## config.mk

```make
export PLATFORM = sky130hd
export DESIGN_NAME = imem_loader
export DESIGN_NICKNAME = d
export VERILOG_FILES = /design/src/rtl/imem_loader.sv
export SDC_FILE = /design/constraint.sdc
export NUM_CORES = 1
export LEC_CHECK = 0
export ABC_AREA = 1
export CORE_MARGIN = 2
export CORE_UTILIZATION = 45
export CTS_CLUSTER_DIAMETER = 40
export DETAILED_ROUTE_END_ITERATION = 7
export PLACE_DENSITY = 0.64
export SLEW_MARGIN = 20
export SYNTH_ARGS = -nofsm -noshare
export SYNTH_HDL_FRONTEND = slang
export SYNTH_SLANG_ARGS = --single-unit
```

## constraint.sdc

```tcl
create_clock -name clk -period 5.3 [get_ports clk]
set_clock_uncertainty 0.2 [all_clocks]
set_input_delay 0.53 -clock clk [delete_from_list [all_inputs] [get_ports clk]]
set_output_delay 0.53 -clock clk [all_outputs]
set_load 0.02 [all_outputs]
```

## src/rtl/imem_loader.sv

```systemverilog
// -----------------------------------------------------------------------------
// imem_loader
//   Writer side of the instruction memory. Receives a program image over a
//   byte-stream valid/ready link, writes it word-by-word into instruction
//   memory, and holds the core until the whole image has been loaded and its
//   checksum verified.
//
//   Frame: 4-byte little-endian word count N, N*4 little-endian payload
//   bytes, then one checksum byte equal to the XOR of all payload bytes.
//
// Ports
//   clk         system clock, rising edge
//   rst         asynchronous, active-high reset
//   rx_valid    byte available on rx_data
//   rx_data     incoming byte
//   rx_ready    loader can accept a byte (HDR, DATA, CSUM)
//   start       one-cycle pulse, re-arms the loader from DONE or ERR
//   imem_we     instruction memory write enable, one-cycle pulse
//   imem_addr   word-aligned byte address of the write
//   imem_wdata  word to write
//   cpu_hold    high while the pipeline must stay held
//   done        image loaded and verified
//   error       header out of range or checksum mismatch
// -----------------------------------------------------------------------------
module imem_loader #(
   parameter int WIDTH      = 32,
   parameter int ADDR_WIDTH = 12
) (
   input  logic                  clk,
   input  logic                  rst,
   input  logic                  rx_valid,
   input  logic [7:0]            rx_data,
   output logic                  rx_ready,
   input  logic                  start,
   output logic                  imem_we,
   output logic [ADDR_WIDTH-1:0] imem_addr,
   output logic [WIDTH-1:0]      imem_wdata,
   output logic                  cpu_hold,
   output logic                  done,
   output logic                  error
);

   localparam int          IDX_W     = ADDR_WIDTH - 2;
   localparam logic [31:0] MAX_WORDS = 32'd1 << IDX_W;

   typedef enum logic [2:0] {
      HDR    = 3'd0,
      DATA   = 3'd1,
      CSUM   = 3'd2,
      DONE_S = 3'd3,
      ERR_S  = 3'd4
   } state_t;

   state_t           state;
   logic [1:0]       byte_cnt;
   logic [31:0]      shift_reg;    // shared by header and payload assembly
   logic [31:0]      word_count;
   logic [IDX_W-1:0] word_idx;
   logic [7:0]       csum;

   logic             accept;
   logic [31:0]      next_word;
   logic [31:0]      idx_plus1;

   assign accept    = rx_valid && rx_ready;
   // Bytes enter at the top and move down, so after four bytes the first
   // one received sits in [7:0] (little-endian).
   assign next_word = {rx_data, shift_reg[31:8]};
   // Index widened to 32 bits so the last-word test matches the full N.
   assign idx_plus1 = 32'(word_idx) + 32'd1;

   always_ff @(posedge clk or posedge rst) begin
      if (rst) begin
         state      <= HDR;
         byte_cnt   <= 2'd0;
         shift_reg  <= 32'd0;
         word_count <= 32'd0;
         word_idx   <= '0;
         csum       <= 8'd0;
         rx_ready   <= 1'b1;
         imem_we    <= 1'b0;
         imem_addr  <= '0;
         imem_wdata <= '0;
         cpu_hold   <= 1'b1;
         done       <= 1'b0;
         error      <= 1'b0;
      end else begin
         imem_we <= 1'b0;
         case (state)
            HDR: begin
               if (accept) begin
                  shift_reg <= next_word;
                  byte_cnt  <= byte_cnt + 2'd1;
                  if (byte_cnt == 2'd3) begin
                     word_count <= next_word;
                     if (next_word == 32'd0) begin
                        state <= CSUM;
                     end else if (next_word > MAX_WORDS) begin
                        state    <= ERR_S;
                        rx_ready <= 1'b0;
                        error    <= 1'b1;
                     end else begin
                        state <= DATA;
                     end
                  end
               end
            end

            DATA: begin
               if (accept) begin
                  shift_reg <= next_word;
                  byte_cnt  <= byte_cnt + 2'd1;
                  csum      <= csum ^ rx_data;
                  if (byte_cnt == 2'd3) begin
                     imem_we    <= 1'b1;
                     imem_addr  <= {word_idx, 2'b00};
                     imem_wdata <= next_word;
                     // Index stays at N-1 on the last word so it never
                     // needs more than IDX_W bits.
                     if (idx_plus1 == word_count) begin
                        state <= CSUM;
                     end else begin
                        word_idx <= word_idx + 1'b1;
                     end
                  end
               end
            end

            CSUM: begin
               if (accept) begin
                  rx_ready <= 1'b0;
                  if (rx_data == csum) begin
                     state    <= DONE_S;
                     done     <= 1'b1;
                     cpu_hold <= 1'b0;
                  end else begin
                     state <= ERR_S;
                     error <= 1'b1;
                  end
               end
            end

            DONE_S, ERR_S: begin
               if (start) begin
                  state      <= HDR;
                  byte_cnt   <= 2'd0;
                  shift_reg  <= 32'd0;
                  word_count <= 32'd0;
                  word_idx   <= '0;
                  csum       <= 8'd0;
                  rx_ready   <= 1'b1;
                  cpu_hold   <= 1'b1;
                  done       <= 1'b0;
                  error      <= 1'b0;
               end
            end

            default: begin
               state <= HDR;
            end
         endcase
      end
   end

endmodule
```

==> run_results.csv, run 1 <==
group,metric,value,unit
clock_network,path_clk_slew,0.05,ns
setup_path,critical_path_cell_count,8,
setup_path,path_cells,"nand2_1 > nand2_1 > o21a_1 > buf_4 > a21oi_1 > nor2_2 > buf_4 > mux2_2",
pwr,p_leak,3.39,nW
synth,synth_cell_type_count,33,
timing,fin_crit,3.69,ns
routing,wl,14200,µm
synth,synth_area,5960,µm²
place,dp_hpwl,10200,µm
setup_path,startpoint_type,"flop",
die,die_area,14200,µm²
setup_path,cp_data_required_time,5.39,ns
global_routing,grt_pass1_vias,4770,
routing,firstDrtPassIters,5,
pwr,totalPowerFinal,2.19,mW
worst_hold_path,min_to,"cpu_hold",
routing,ant_nets,0,
timing,hold_viol_final,0,
setup_path,r2r_start,"state[1]",
setup_path,reg2reg_slack,1.61,ns
timing,period_share,0.697,
worst_hold_path,hp-start,"cpu_hold",
timing,finalSetupViolCount,0,
setup_path,cp_max_fo,31,
routing,vias,4903,
global_routing,grt_first_pass_wirelength,23600,µm
clock_network,cts_resized,0,
final_layout,layout_commonest_cell,"nand2_1",
status,status,"finished, final reports clean",
routing,drt_iter0_drc,381,
die,die_h,119,µm
routing,m1WireLength,6500,µm
die,rows,42,
die,start_util,0.455,
pwr,ir_drop,0.259,mV
final_layout,final_cell_area,7260,µm²
global_routing,grt_max_degree,58,
setup_path,crit_slowest_cell,"nor2_2",
routing,top_layer_used,"met4",
final_layout,final_nets,787,
timing,fmax,271,MHz
setup_path,critPathCaptureType,"flop",
routing,route.met2.wl,6820,µm
synth,ys_ff_latch,126,
worst_hold_path,hold_class,"reg -> reg",
flow_run,cap_violations,0,
global_routing,antenna_found_initial,0,
clock_network,cts_root_buf,"clkbuf_16",
clock_network,clk_path_buf_depth,2,
setup_path,r2r_cells,8,
final_layout,post-route-util,0.555,
clock_network,numCtsBuffers,17,
setup_path,worstReg2RegEnd,"word_count[17]",
die,fp.coreArea,13100,µm²
worst_hold_path,hold_path_depth,2,
timing,worstMarginPinSlew,1.04,ns
clock_network,cts_tree,"yes",
die,io-pin-count,61,
synth,ys_seq_area_frac,0.530,
final_layout,area_growth,21.9,%
setup_path,path_buf_inv,2,
final_layout,drive_gt1_frac,0.0867,
final_layout,layout_common_cells,"nand2_1 (192), dfrtp_1 (124), o21ai_0 (87)",
clock_network,clock_latency,0.42,ns
setup_path,critPathTopFamily,"simple AND/OR/NAND/NOR gates",
synth,yosys_warnings,0,
timing,rsz0062_at_grt,"no",
clock_network,clock-sinks,126,
final_layout,antenna_cells,0,
setup_path,arrival,3.79,ns
place,placed_area,6670,µm²
clock_network,cts-htree-levels,4,
global_routing,grt_usage,0.213,
setup_path,crit_type,"reg -> reg",
routing,drc_errors,0,
timing,max_slew_margin,0.307,
place,place_congestion,0.876,
routing,vias_per_cell,5.11,
clock_network,hold_buffers,0,
die,die_w,119,µm
setup_path,cp_slowest_stage_delay,0.71,ns
synth,syn_inst,719,
global_routing,overflow,0,
routing,routed-wl-met3,620,µm
place,io_buffer_count,58,
routing,wl_per_cell,14.8,µm
pwr,power.density,302,nW/µm²
timing,finalSetupTns,0,ns
synth,post_synth.cell_area_avg,8.29,µm²
clock_network,postCtsSetupRepairBufs,0,
timing,finalMaxSlewViolations,0,
## kinds of logic (layout without fill, tap and decap cells)
| family | after synthesis | count (layout) | synth area share |
|---|---|---|---|
| other | 1 | 2 | 0.000629 |
| xor gates and xnor gates | 8 | 8 | 0.0118 |
| muxes | 14 | 14 | 0.0265 |
| adders and majority gates | 2 | 2 | 0.00420 |
| and+or+nand+nor | 351 | 351 | 0.256 |
| DFF | 126 | 126 | 0.530 |
| AOI/OAI and AO/OA | 108 | 108 | 0.0968 |
| buffers and inverters | 109 | 173 | 0.0745 |
## power by group
| group | switching [mW] | total, mW | internal, mW |
|---|---|---|---|
| registers | 0 | 0.963 | 0.963 |
| logic | 0.0309 | 0.0428 | 0.0119 |
| clock network | 0.395 | 1.19 | 0.792 |
## layout make-up
| type | count | area, µm² |
|---|---|---|
| inverters | 79 | 299 |
| fillers | 1188 | 5820 |
| clock buffers | 23 | 458 |
| clock inverters | 7 | 138 |
| well taps | 176 | 220 |
| repair buffers | 64 | 626 |
| flip-flops and latches | 126 | 3160 |
| multi-input cells | 485 | 2360 |
## layer usage
metal,global-route usage,vias to the layer above
met2,0.342,136
met4,0.0871,0
met5,0,-
li1,-,2406
met1,0.281,2342
met3,0.0450,19
## synth_stat cells
master,instances,area (µm²)
nor3_2,1,10.0
a21oi_1,8,40.0
ha_1,2,25.0
nand4_1,10,62.6
nor2_1,63,236
mux2_2,13,146
nor2_4,3,33.8
buf_6,1,11.3
nor3_1,5,25.0
nand3_2,4,40.0
inv_1,77,289
clkinv_1,1,3.75
o21a_1,1,7.51
o21bai_4,1,18.8
xnor2_1,8,70.1
nand2_1,193,724
mux2_1,1,11.3
dfrtp_1,124,3100
nand3_1,60,300
nand2_4,1,11.3
nor3_4,1,16.3
nor2_2,4,25.0
nand3b_1,2,15.0
dfstp_2,2,52.6
o31ai_1,8,60.1
clkbuf_1,17,63.8
o21ai_1,3,15.0
nand2_2,4,25.0
buf_2,7,35.0
conb_1,1,3.75
buf_4,5,37.5
o21ai_0,87,435
inv_2,1,3.75
## worst reg2reg max path: cells and delay by family (launching register included)
kind            cells  cell delay [ns]
flops               1             0.54
buf+inv             2             0.85
simple gates        3             0.92
compound gates      2             0.69
mux                 1             0.38
## per-stage QoR
step	cells	hold slack (ns)	setup WS, ns
floorplan	720	0.259	1.22
global placement	930	0.258	1.85
detailed placement	930	0.265	1.69
CTS	960	0.273	1.66
global route	960	0.283	1.36
finish	960	0.270	1.61
## worst max-delay path by stage
stage | start | to | slack, ns
floorplan | rst | byte_cnt[0] | 1.22
global placement | state[1] | word_count[18] | 1.85
detailed placement | state[1] | word_count[17] | 1.69
CTS | state[1] | word_count[17] | 1.66
global route | state[1] | word_count[17] | 1.36
finish | state[1] | word_count[17] | 1.61
(Power assumes the default switching activity.)
==> run 2: changes to the inputs <==
PLACE_DENSITY = 0.66   (was 0.64)
clock period = 3.2 ns   (was 5.3 ns; I/O delays follow)
==> run 2 against run 1 <==
Compared with the run above: combinational power rose by 86%; maximum frequency grew 47%; count of clock-buffer cells in the layout is 4 lower; register-to-register slack got worse by 0.92 ns; die area did not move; highest routed layer unchanged; clock power increased by 61%; power increased by 63%; final area grew 1.1%; via count rose by 1.1%; utilization increased by 0.62 points; worst setup slack worse by 0.92 ns; global-route usage up 0.86 points.
==> run_results.csv, run 2 (synthesized netlist as in run 1, its figures left out) <==
group,metric,value,unit
setup_path,cp_slowest_stage_delay,0.53,ns
routing,wl_per_cell,14.9,µm
die,fp.coreArea,13100,µm²
final_layout,post-route-util,0.561,
setup_path,crit_slowest_cell,"dfrtp_1",
final_layout,layout_commonest_cell,"nand2_1",
status,status,"finished, final reports clean",
setup_path,reg2reg_slack,0.69,ns
timing,finalSetupViolCount,0,
timing,finalSetupTns,0,ns
setup_path,cp_max_fo,44,
setup_path,crit_type,"reg -> reg",
routing,firstDrtPassIters,5,
setup_path,critPathCaptureType,"flop",
global_routing,grt_first_pass_wirelength,24600,µm
clock_network,clock_latency,0.42,ns
timing,fin_crit,2.51,ns
pwr,p_leak,3.42,nW
routing,ant_nets,0,
worst_hold_path,hold_class,"in -> async",
setup_path,cp_data_required_time,3.30,ns
timing,max_slew_margin,0.507,
setup_path,path_buf_inv,2,
die,die_h,119,µm
clock_network,postCtsSetupRepairBufs,0,
final_layout,final_nets,793,
setup_path,critPathTopFamily,"buffers and inverters",
routing,drc_errors,0,
clock_network,cts-htree-levels,4,
routing,vias,4959,
setup_path,worstReg2RegEnd,"done",
routing,vias_per_cell,5.12,
pwr,power.density,488,nW/µm²
place,place_congestion,0.917,
setup_path,path_cells,"nand2_1 > nand2_1 > o21a_1 > buf_4 > clkinv_1 > nand2_1 > nand3b_1 > nand2_1 > o21ai_0",
clock_network,clock-sinks,126,
global_routing,grt_pass1_vias,4940,
setup_path,arrival,2.61,ns
global_routing,grt_max_degree,67,
final_layout,antenna_cells,0,
timing,period_share,0.784,
clock_network,clk_path_buf_depth,2,
place,dp_hpwl,10200,µm
flow_run,cap_violations,0,
die,io-pin-count,61,
die,die_area,14200,µm²
final_layout,drive_gt1_frac,0.102,
clock_network,numCtsBuffers,17,
final_layout,layout_common_cells,"nand2_1 (192), dfrtp_1 (124), o21ai_0 (87)",
global_routing,grt_usage,0.222,
die,rows,42,
clock_network,cts_tree,"yes",
timing,hold_viol_final,0,
setup_path,r2r_cells,9,
timing,finalMaxSlewViolations,0,
global_routing,antenna_found_initial,0,
global_routing,overflow,0,
timing,worstMarginPinSlew,0.738,ns
setup_path,cpMostUsedCell,"nand2_1",
clock_network,cts_resized,0,
timing,hold_ws,0.136,ns
die,start_util,0.455,
pwr,ir_drop,0.269,mV
routing,drt_iter0_drc,414,
timing,fmax,399,MHz
die,die_w,119,µm
timing,rsz0062_at_grt,"no",
routing,wl,14400,µm
place,io_buffer_count,58,
clock_network,path_clk_slew,0.06,ns
setup_path,startpoint_type,"flop",
clock_network,cts_root_buf,"clkbuf_16",
setup_path,r2r_start,"state[1]",
final_layout,area_growth,23.2,%
clock_network,hold_buffers,0,
## run 2: cell types whose count changed in the layout (fill, tap and decap cells not counted), sizes merged
| cell | delta |
|---|---|
| clkinv | +1 |
| buf | +6 |
| clkbuf | -4 |
| bufinv | -2 |
| clkinvlp | +7 |
## run 2: area by class of cell
class | instances | area [µm²]
fillers | 1197 | 5740
flip-flops and latches | 126 | 3160
multi-input cells | 485 | 2360
repair buffers | 70 | 708
clock buffers | 19 | 453
inverters | 79 | 300
well taps | 176 | 220
clock inverters | 13 | 140
## run 2: how the worst max path moves through the flow
| stage | startpoint | endpoint | slack (ns) | cells past startpoint |
|---|---|---|---|---|
| after floorplan | rst | byte_cnt[0] | 1.13 | 1 |
| after global placement | state[1] | done | 0.78 | 9 |
| after global routing | state[1] | done | 0.51 | 9 |
| final | state[1] | done | 0.69 | 9 |
| after detailed placement | state[1] | done | 0.70 | 9 |
| after CTS | state[1] | done | 0.71 | 9 |
## run 2: through the flow
step	cell area (µm²)	setup slack [ns]	cells	power (mW)
3_3_place_gp	6750	0.778	936	1.70
2_1_floorplan	5970	1.13	720	1.66
5_1_grt	7340	0.511	968	3.70
4_1_cts	7340	0.714	968	3.61
6_report	7340	0.692	968	3.58
3_5_place_dp	6750	0.704	936	1.70
## run 2: per-layer routing
layer,global-route usage,wire length [µm]
met1,0.296,6610
met2,0.350,6890
met3,0.0527,681
met4,0.0871,214
met5,0,0
## run 2: power breakdown
group          internal (mW)  switching (mW)
clock                   1.18           0.723
combinational         0.0270          0.0527
sequential              1.59               0
total                   2.81           0.776
